## config.mk

```make
export PLATFORM = sky130hd
export DESIGN_NAME = div_seq
export DESIGN_NICKNAME = d
export VERILOG_FILES = /design/src/rtl/div_seq_pkg.sv /design/src/rtl/div_lzc.sv /design/src/rtl/div_seq.sv
export SDC_FILE = /design/constraint.sdc
export NUM_CORES = 1
export LEC_CHECK = 0
export CAP_MARGIN = 20
export CORE_ASPECT_RATIO = 1.4
export CORE_MARGIN = 3
export CORE_UTILIZATION = 55
export CTS_BUF_LIST = sky130_fd_sc_hd__clkbuf_8
export DETAILED_ROUTE_END_ITERATION = 10
export GPL_TIMING_DRIVEN = 0
export MAX_ROUTING_LAYER = met4
export PLACE_DENSITY = 0.86
export REMOVE_ABC_BUFFERS = 1
export SLEW_MARGIN = 10
export SYNTH_ARGS = -nofsm -noshare
export SYNTH_HDL_FRONTEND = slang
export SYNTH_SLANG_ARGS = --single-unit
```

## constraint.sdc

```tcl
create_clock -name clock -period 6.55 [get_ports clock]
set_input_delay 1.965 -clock clock [delete_from_list [all_inputs] [get_ports clock]]
set_output_delay 1.965 -clock clock [all_outputs]
set_load 0.005 [all_outputs]
```

## src/rtl/div_seq_pkg.sv

```systemverilog
// div_seq_pkg
// Shared definitions for the sequential restoring divider:
//   - state encoding (IDLE, RUN, FIX) as plain localparam constants
//   - the quotient value reported for a divide by zero (all ones)
//   - abs_val(): two's-complement magnitude of an operand
// The helper works on a MAX_W-bit container so one function serves
// every WIDTH up to MAX_W; callers zero-extend and truncate around it.
package div_seq_pkg;

  typedef logic [1:0] state_t;

  localparam state_t IDLE = 2'd0;
  localparam state_t RUN  = 2'd1;
  localparam state_t FIX  = 2'd2;

  localparam int MAX_W = 64;

  localparam logic [MAX_W-1:0] DIV_ZERO_Q = '1;

  // Negating the zero-extended value and keeping the low 'width' bits
  // gives the same result as a width-bit two's-complement negation.
  function automatic logic [MAX_W-1:0] abs_val(input logic [MAX_W-1:0] value,
                                               input int               width,
                                               input logic             signed_flag);
    if (signed_flag && value[width-1])
      return -value;
    else
      return value;
  endfunction

endpackage

```

## src/rtl/div_lzc.sv

```systemverilog
// div_lzc
// Parametrised leading-zero counter used by the early-termination build
// of div_seq.
// Ports:
//   value  in   WIDTH  operand to scan
//   count  out  CNT_W  number of leading zeros (WIDTH when value is 0)
module div_lzc
  import div_seq_pkg::*;
#(
  parameter int WIDTH = 32,
  parameter int CNT_W = $clog2(WIDTH + 1)
) (
  input  logic [WIDTH-1:0] value,
  output logic [CNT_W-1:0] count
);

  // Scan from the LSB upward; the highest set bit is the last to write,
  // so it decides the final count.
  always_comb begin
    count = CNT_W'(WIDTH);
    for (int i = 0; i < WIDTH; i++) begin
      if (value[i])
        count = CNT_W'(WIDTH - 1 - i);
    end
  end

endmodule

```

## src/rtl/div_seq.sv

```systemverilog
// div_seq
// Parametrised sequential restoring divider, signed or unsigned, with a
// start/busy/done handshake. Remainder goes to HI, quotient to LO.
// Ports:
//   clock      in   1      rising-edge clock
//   reset      in   1      synchronous, active-high
//   start      in   1      request, sampled only while idle
//   is_signed  in   1      1 = two's-complement operands
//   dividend   in   WIDTH  sampled with start
//   divisor    in   WIDTH  sampled with start
//   busy       out  1      high during RUN and FIX
//   done       out  1      one-cycle completion pulse
//   div_zero   out  1      last completed operation divided by zero
//   quotient   out  WIDTH  LO result
//   remainder  out  WIDTH  HI result
// Optional build macro DIV_SEQ_EARLY_EN: skip the dividend's leading
// zeros by pre-shifting at accept, shortening the iteration count.
// Results are identical with or without it. WIDTH must be 4..64.
module div_seq
  import div_seq_pkg::*;
#(
  parameter int WIDTH = 32
) (
  input  logic             clock,
  input  logic             reset,
  input  logic             start,
  input  logic             is_signed,
  input  logic [WIDTH-1:0] dividend,
  input  logic [WIDTH-1:0] divisor,
  output logic             busy,
  output logic             done,
  output logic             div_zero,
  output logic [WIDTH-1:0] quotient,
  output logic [WIDTH-1:0] remainder
);

  localparam int CNT_W = $clog2(WIDTH + 1);

  state_t           state;
  logic [CNT_W-1:0] cnt;
  logic [WIDTH-1:0] rem_r;
  logic [WIDTH-1:0] q_r;
  logic [WIDTH-1:0] dvs_mag;
  logic             neg_q;
  logic             neg_r;

  logic [WIDTH-1:0] dvd_mag_in;
  logic [WIDTH-1:0] dvs_mag_in;
  logic [WIDTH-1:0] load_q;
  logic [CNT_W-1:0] load_cnt;
  logic [WIDTH-1:0] shifted;
  logic [WIDTH:0]   trial;

  // Operand magnitudes presented to the datapath at accept time.
  always_comb begin
    dvd_mag_in = WIDTH'(abs_val(MAX_W'(dividend), WIDTH, is_signed));
    dvs_mag_in = WIDTH'(abs_val(MAX_W'(divisor), WIDTH, is_signed));
  end

`ifdef DIV_SEQ_EARLY_EN
  logic [CNT_W-1:0] lz_count;

  div_lzc #(
    .WIDTH(WIDTH),
    .CNT_W(CNT_W)
  ) u_lzc (
    .value(dvd_mag_in),
    .count(lz_count)
  );

  // Leading zeros would only shift zero quotient bits in, so drop them up
  // front. A zero dividend yields a zero count and goes straight to FIX.
  always_comb begin
    load_q   = dvd_mag_in << lz_count;
    load_cnt = CNT_W'(WIDTH) - lz_count;
  end
`else
  // Fixed-latency build: always iterate over every dividend bit.
  always_comb begin
    load_q   = dvd_mag_in;
    load_cnt = CNT_W'(WIDTH);
  end
`endif

  // One restoring step: bring in the next dividend bit and try to
  // subtract. The partial remainder stays below the divisor, so a borrow
  // shows up exactly in bit WIDTH of the trial difference.
  always_comb begin
    shifted = {rem_r[WIDTH-2:0], q_r[WIDTH-1]};
    trial   = {rem_r, q_r[WIDTH-1]} - {1'b0, dvs_mag};
  end

  assign busy = (state != IDLE);

  // Control FSM and datapath registers. done defaults low so it pulses
  // for a single cycle; results hold until the next accepted start.
  always_ff @(posedge clock) begin
    if (reset) begin
      state     <= IDLE;
      cnt       <= '0;
      rem_r     <= '0;
      q_r       <= '0;
      dvs_mag   <= '0;
      neg_q     <= 1'b0;
      neg_r     <= 1'b0;
      done      <= 1'b0;
      div_zero  <= 1'b0;
      quotient  <= '0;
      remainder <= '0;
    end else begin
      done <= 1'b0;
      case (state)
        IDLE: begin
          if (start) begin
            if (divisor == '0) begin
              quotient  <= WIDTH'(DIV_ZERO_Q);
              remainder <= dividend;
              div_zero  <= 1'b1;
              done      <= 1'b1;
            end else begin
              neg_q    <= is_signed & (dividend[WIDTH-1] ^ divisor[WIDTH-1]);
              neg_r    <= is_signed & dividend[WIDTH-1];
              q_r      <= load_q;
              rem_r    <= '0;
              dvs_mag  <= dvs_mag_in;
              cnt      <= load_cnt;
              div_zero <= 1'b0;
              state    <= (load_cnt == '0) ? FIX : RUN;
            end
          end
        end
        RUN: begin
          if (trial[WIDTH]) begin
            rem_r <= shifted;
            q_r   <= {q_r[WIDTH-2:0], 1'b0};
          end else begin
            rem_r <= trial[WIDTH-1:0];
            q_r   <= {q_r[WIDTH-2:0], 1'b1};
          end
          cnt <= cnt - 1'b1;
          if (cnt == CNT_W'(1))
            state <= FIX;
        end
        FIX: begin
          quotient  <= neg_q ? -q_r : q_r;
          remainder <= neg_r ? -rem_r : rem_r;
          done      <= 1'b1;
          state     <= IDLE;
        end
        default: state <= IDLE;
      endcase
    end
  end

endmodule

```

==> reports/metrics.csv <==
stage,metric,value,unit
routing,firstDrtPassIters,6,
power_and_ir_drop,leakage,4.65,nW
power_and_ir_drop,p_sw,783,µW
yosys,synth_seq_cells,172,
global_routing,grt_max_degree,112,
setup_path,endpoint_kind,register,
final_layout,stdcell_area,12700,µm²
job,drv_cap,0,
yosys,yosysMostFrequentCell,nor2_1,
yosys,synth_top_area_share,32.0,%
die,rows,59,
global_routing,grt_first_pass_wirelength,44000,µm
yosys,async_reset_ff_share,0,%
die,die_area,21300,µm²
global_routing,antenna_found_initial,0,
timing,max_slew_margin,28.2,%
setup_path,cp.required,6.91,ns
yosys,synth_area_leaders,"dfxtp_1, xnor2_1, nor2_1",
cts,hold_buffers,0,
power_and_ir_drop,power.density,193,nW/µm²
routing,highest_layer,met4,
power_and_ir_drop,seq_power_share,46.5,%
cts,tritoncts,built,
global_routing,grt_pass1_vias,9577,
final_layout,register_area,3440,µm²
placement,dpl_cell_area,12300,µm²
cts,clk_latency,0.46,ns
yosys,synth_area_per_cell,7.95,µm²
cts,cts.sinks,172,
yosys,ys_types,67,
status,outcome,"finished, final reports clean",
placement,port-buffer-count,134,
routing,post_drt_wl_per_cell,16.1,µm
routing,wl_met1,10900,µm
routing,viasPerCell,6.00,
routing,antenna_left,0,
routing,num_vias,10100,
cts,cts_root_buffer,clkbuf_8,
final_layout,multi_input_area,6810,µm²
timing,hold_viol,0,
timing,worstMarginPinSlew,1.08,ns
yosys,yosysWarnings,0,
routing,wl_met2,13800,µm
power_and_ir_drop,swShare,32.0,%
global_routing,groute.usage.overall,25.2,%
timing,holdWs,0.469,ns
timing,min_period,5.50,ns
yosys,ys.flop_type,dfxtp_1,
setup_path,critical_path_class,in2reg,
cts,htreeDepth,4,
placement,gp_congestion,0.904,
timing,fmax,0.182,GHz
timing,slew_violations,0,
die,die_x,124,µm
routing,wl_met3,1140,µm
power_and_ir_drop,ir_worst_vdd,0.108,mV
setup_path,start_kind,input port,
routing,route.detailed.drc,0,
routing,drt_iter0_markers,858,
die,fp.coreArea,18900,µm²
cts,cts_resized,0,
worst_hold_path,hold_path.class,reg2reg,
die,io_pins,135,
yosys,synthTopCellsByCount,"nor2_1, dfxtp_1, nand2_1",
timing,rsz0062_at_grt,false,
die,die-height,172,µm
setup_path,arrival,5.86,ns
routing,routed_wirelength,27100,µm
cts,cts_setup_buffers,0,
timing,setup_viol,0,
timing,fin_crit_sh,83.9,%
final_layout,fillCellCount,1578,
yosys,yosys.area.top_type,dfxtp_1,
setup_path,worstPathMaxFanout,39,
power_and_ir_drop,power_frac_comb,23.5,%
final_layout,areaGrowthSynthToFinish,17.9,%
cts,numCtsBuffers,17,
die,start_util,57.0,%
placement,hpwl,20600,µm
global_routing,grt.overflow.total,0,
yosys,synth_area,10800,µm²
final_layout,drive_gt1_share,4.79,%
timing,finClkSkew,0.0179,ns
yosys,yosysSeqAreaShare,32.0,%
cts,clk_path_buf_depth,2,
final_layout,nNetsFinal,1535,
cts,path_clk_slew,0.09,ns
yosys,synth_edf_count,0,
yosys,synthCells,1355,
power_and_ir_drop,p_clk_share,30.0,%
timing,setup_tns,0,ns
power_and_ir_drop,total_power,2.45,mW
power_and_ir_drop,internal-power,1.67,mW
critical path, stage by stage:
cell and delay (ns):
clkdlybuf4s50_1 0.53, nor4_4 0.46, and3_1 0.31, nand3_2 0.17
or3_1 0.44, or3_4 0.46, nand2b_2 0.36, buf_12 0.26
nand2_1 0.28, buf_16 0.22, nor2_1 0.07, a2111oi_2 0.30
state kept, by name, summed over array words and instances, names as in the netlist:
name	cells
dvs_mag	32
q_r	32
quotient	32
rem_r	32
remainder	32
cnt	6
state	2
div_zero	1
done	1
neg_q	1
neg_r	1
metrics by stage:
| step | util [%] | std cells | setup slack, ns |
|---|---|---|---|
| after floorplan | - | 1266 | 0.0475 |
| after global placement | 63.8 | 1644 | -2.29 |
| after detailed placement | 65.0 | 1652 | 0.0784 |
| after CTS | 67.0 | 1684 | 0.580 |
| after global routing | 67.2 | 1685 | 0.795 |
| final | 67.2 | 1686 | 1.05 |
power groups by stage:
stage	clock [mW]	sequential (mW)	combinational (mW)
after global placement	0	1.16	0.547
after floorplan	0	1.15	0.388
after detailed placement	0	1.16	0.570
after global routing	0.771	1.15	0.637
after CTS	0.736	1.14	0.573
final	0.734	1.14	0.576
final timing paths:
kind	start	to	slack, ns	cells past startpoint
max	divisor[2]	remainder[29]	1.05	12
min	dvs_mag[25]	dvs_mag[25]	0.47	2
max reg2reg	q_r[31]	rem_r[0]	2.72	14
min reg2reg	dvs_mag[25]	dvs_mag[25]	0.47	2
routing by layer:
layer,GRT usage (%),up-vias
li1,-,5049
met1,26.7,4663
met2,46.2,336
met3,2.86,76
met4,12.8,0
met5,-,-
cells by family after synthesis:
kind of cell / Yosys count / synth area share (%)
xor gates and xnor gates: 150 / 12.2
buffers and inverters: 145 / 5.30
and+or+nand+nor: 452 / 19.5
AOI/OAI and AO/OA: 368 / 23.7
adders and majority gates: 39 / 4.60
muxes: 29 / 2.69
DFF: 172 / 32.0
cell usage in the layout (no fill, tap or decap), types with 5 or more instances in the layout:
cell               n
a211oi_1          42
a21o_1            15
a21oi_1           68
a221oi_1          20
a222oi_1          28
a311oi_1          16
a31oi_1            5
and3_1             6
clkbuf_8          18
clkdlybuf4s50_1  133
dfxtp_1          172
ha_1              38
inv_1             57
inv_6              5
mux2i_1           29
nand2_1          125
nand2b_1          15
nand3_1           22
nand4_1            9
nor2_1           174
nor2b_1            5
nor3_1            25
nor4_1            17
o21ai_0           79
o22ai_1           19
o31ai_1           25
o41ai_1           16
or3_1              9
or4_1              8
xnor2_1           86
xor2_1            64
cell type report:
| type | count | share of cell area (%) |
|---|---|---|
| tap | 244 | 2.40 |
| sequential | 172 | 27.1 |
| inverter | 56 | 1.66 |
| multi-input combinational | 1038 | 53.6 |
| clock inverter | 14 | 1.05 |
| antenna | 1 | 0.0197 |
| clock buffer | 18 | 1.95 |
| timing repair buffer | 143 | 12.2 |
Power figures use the tool's default switching activity.
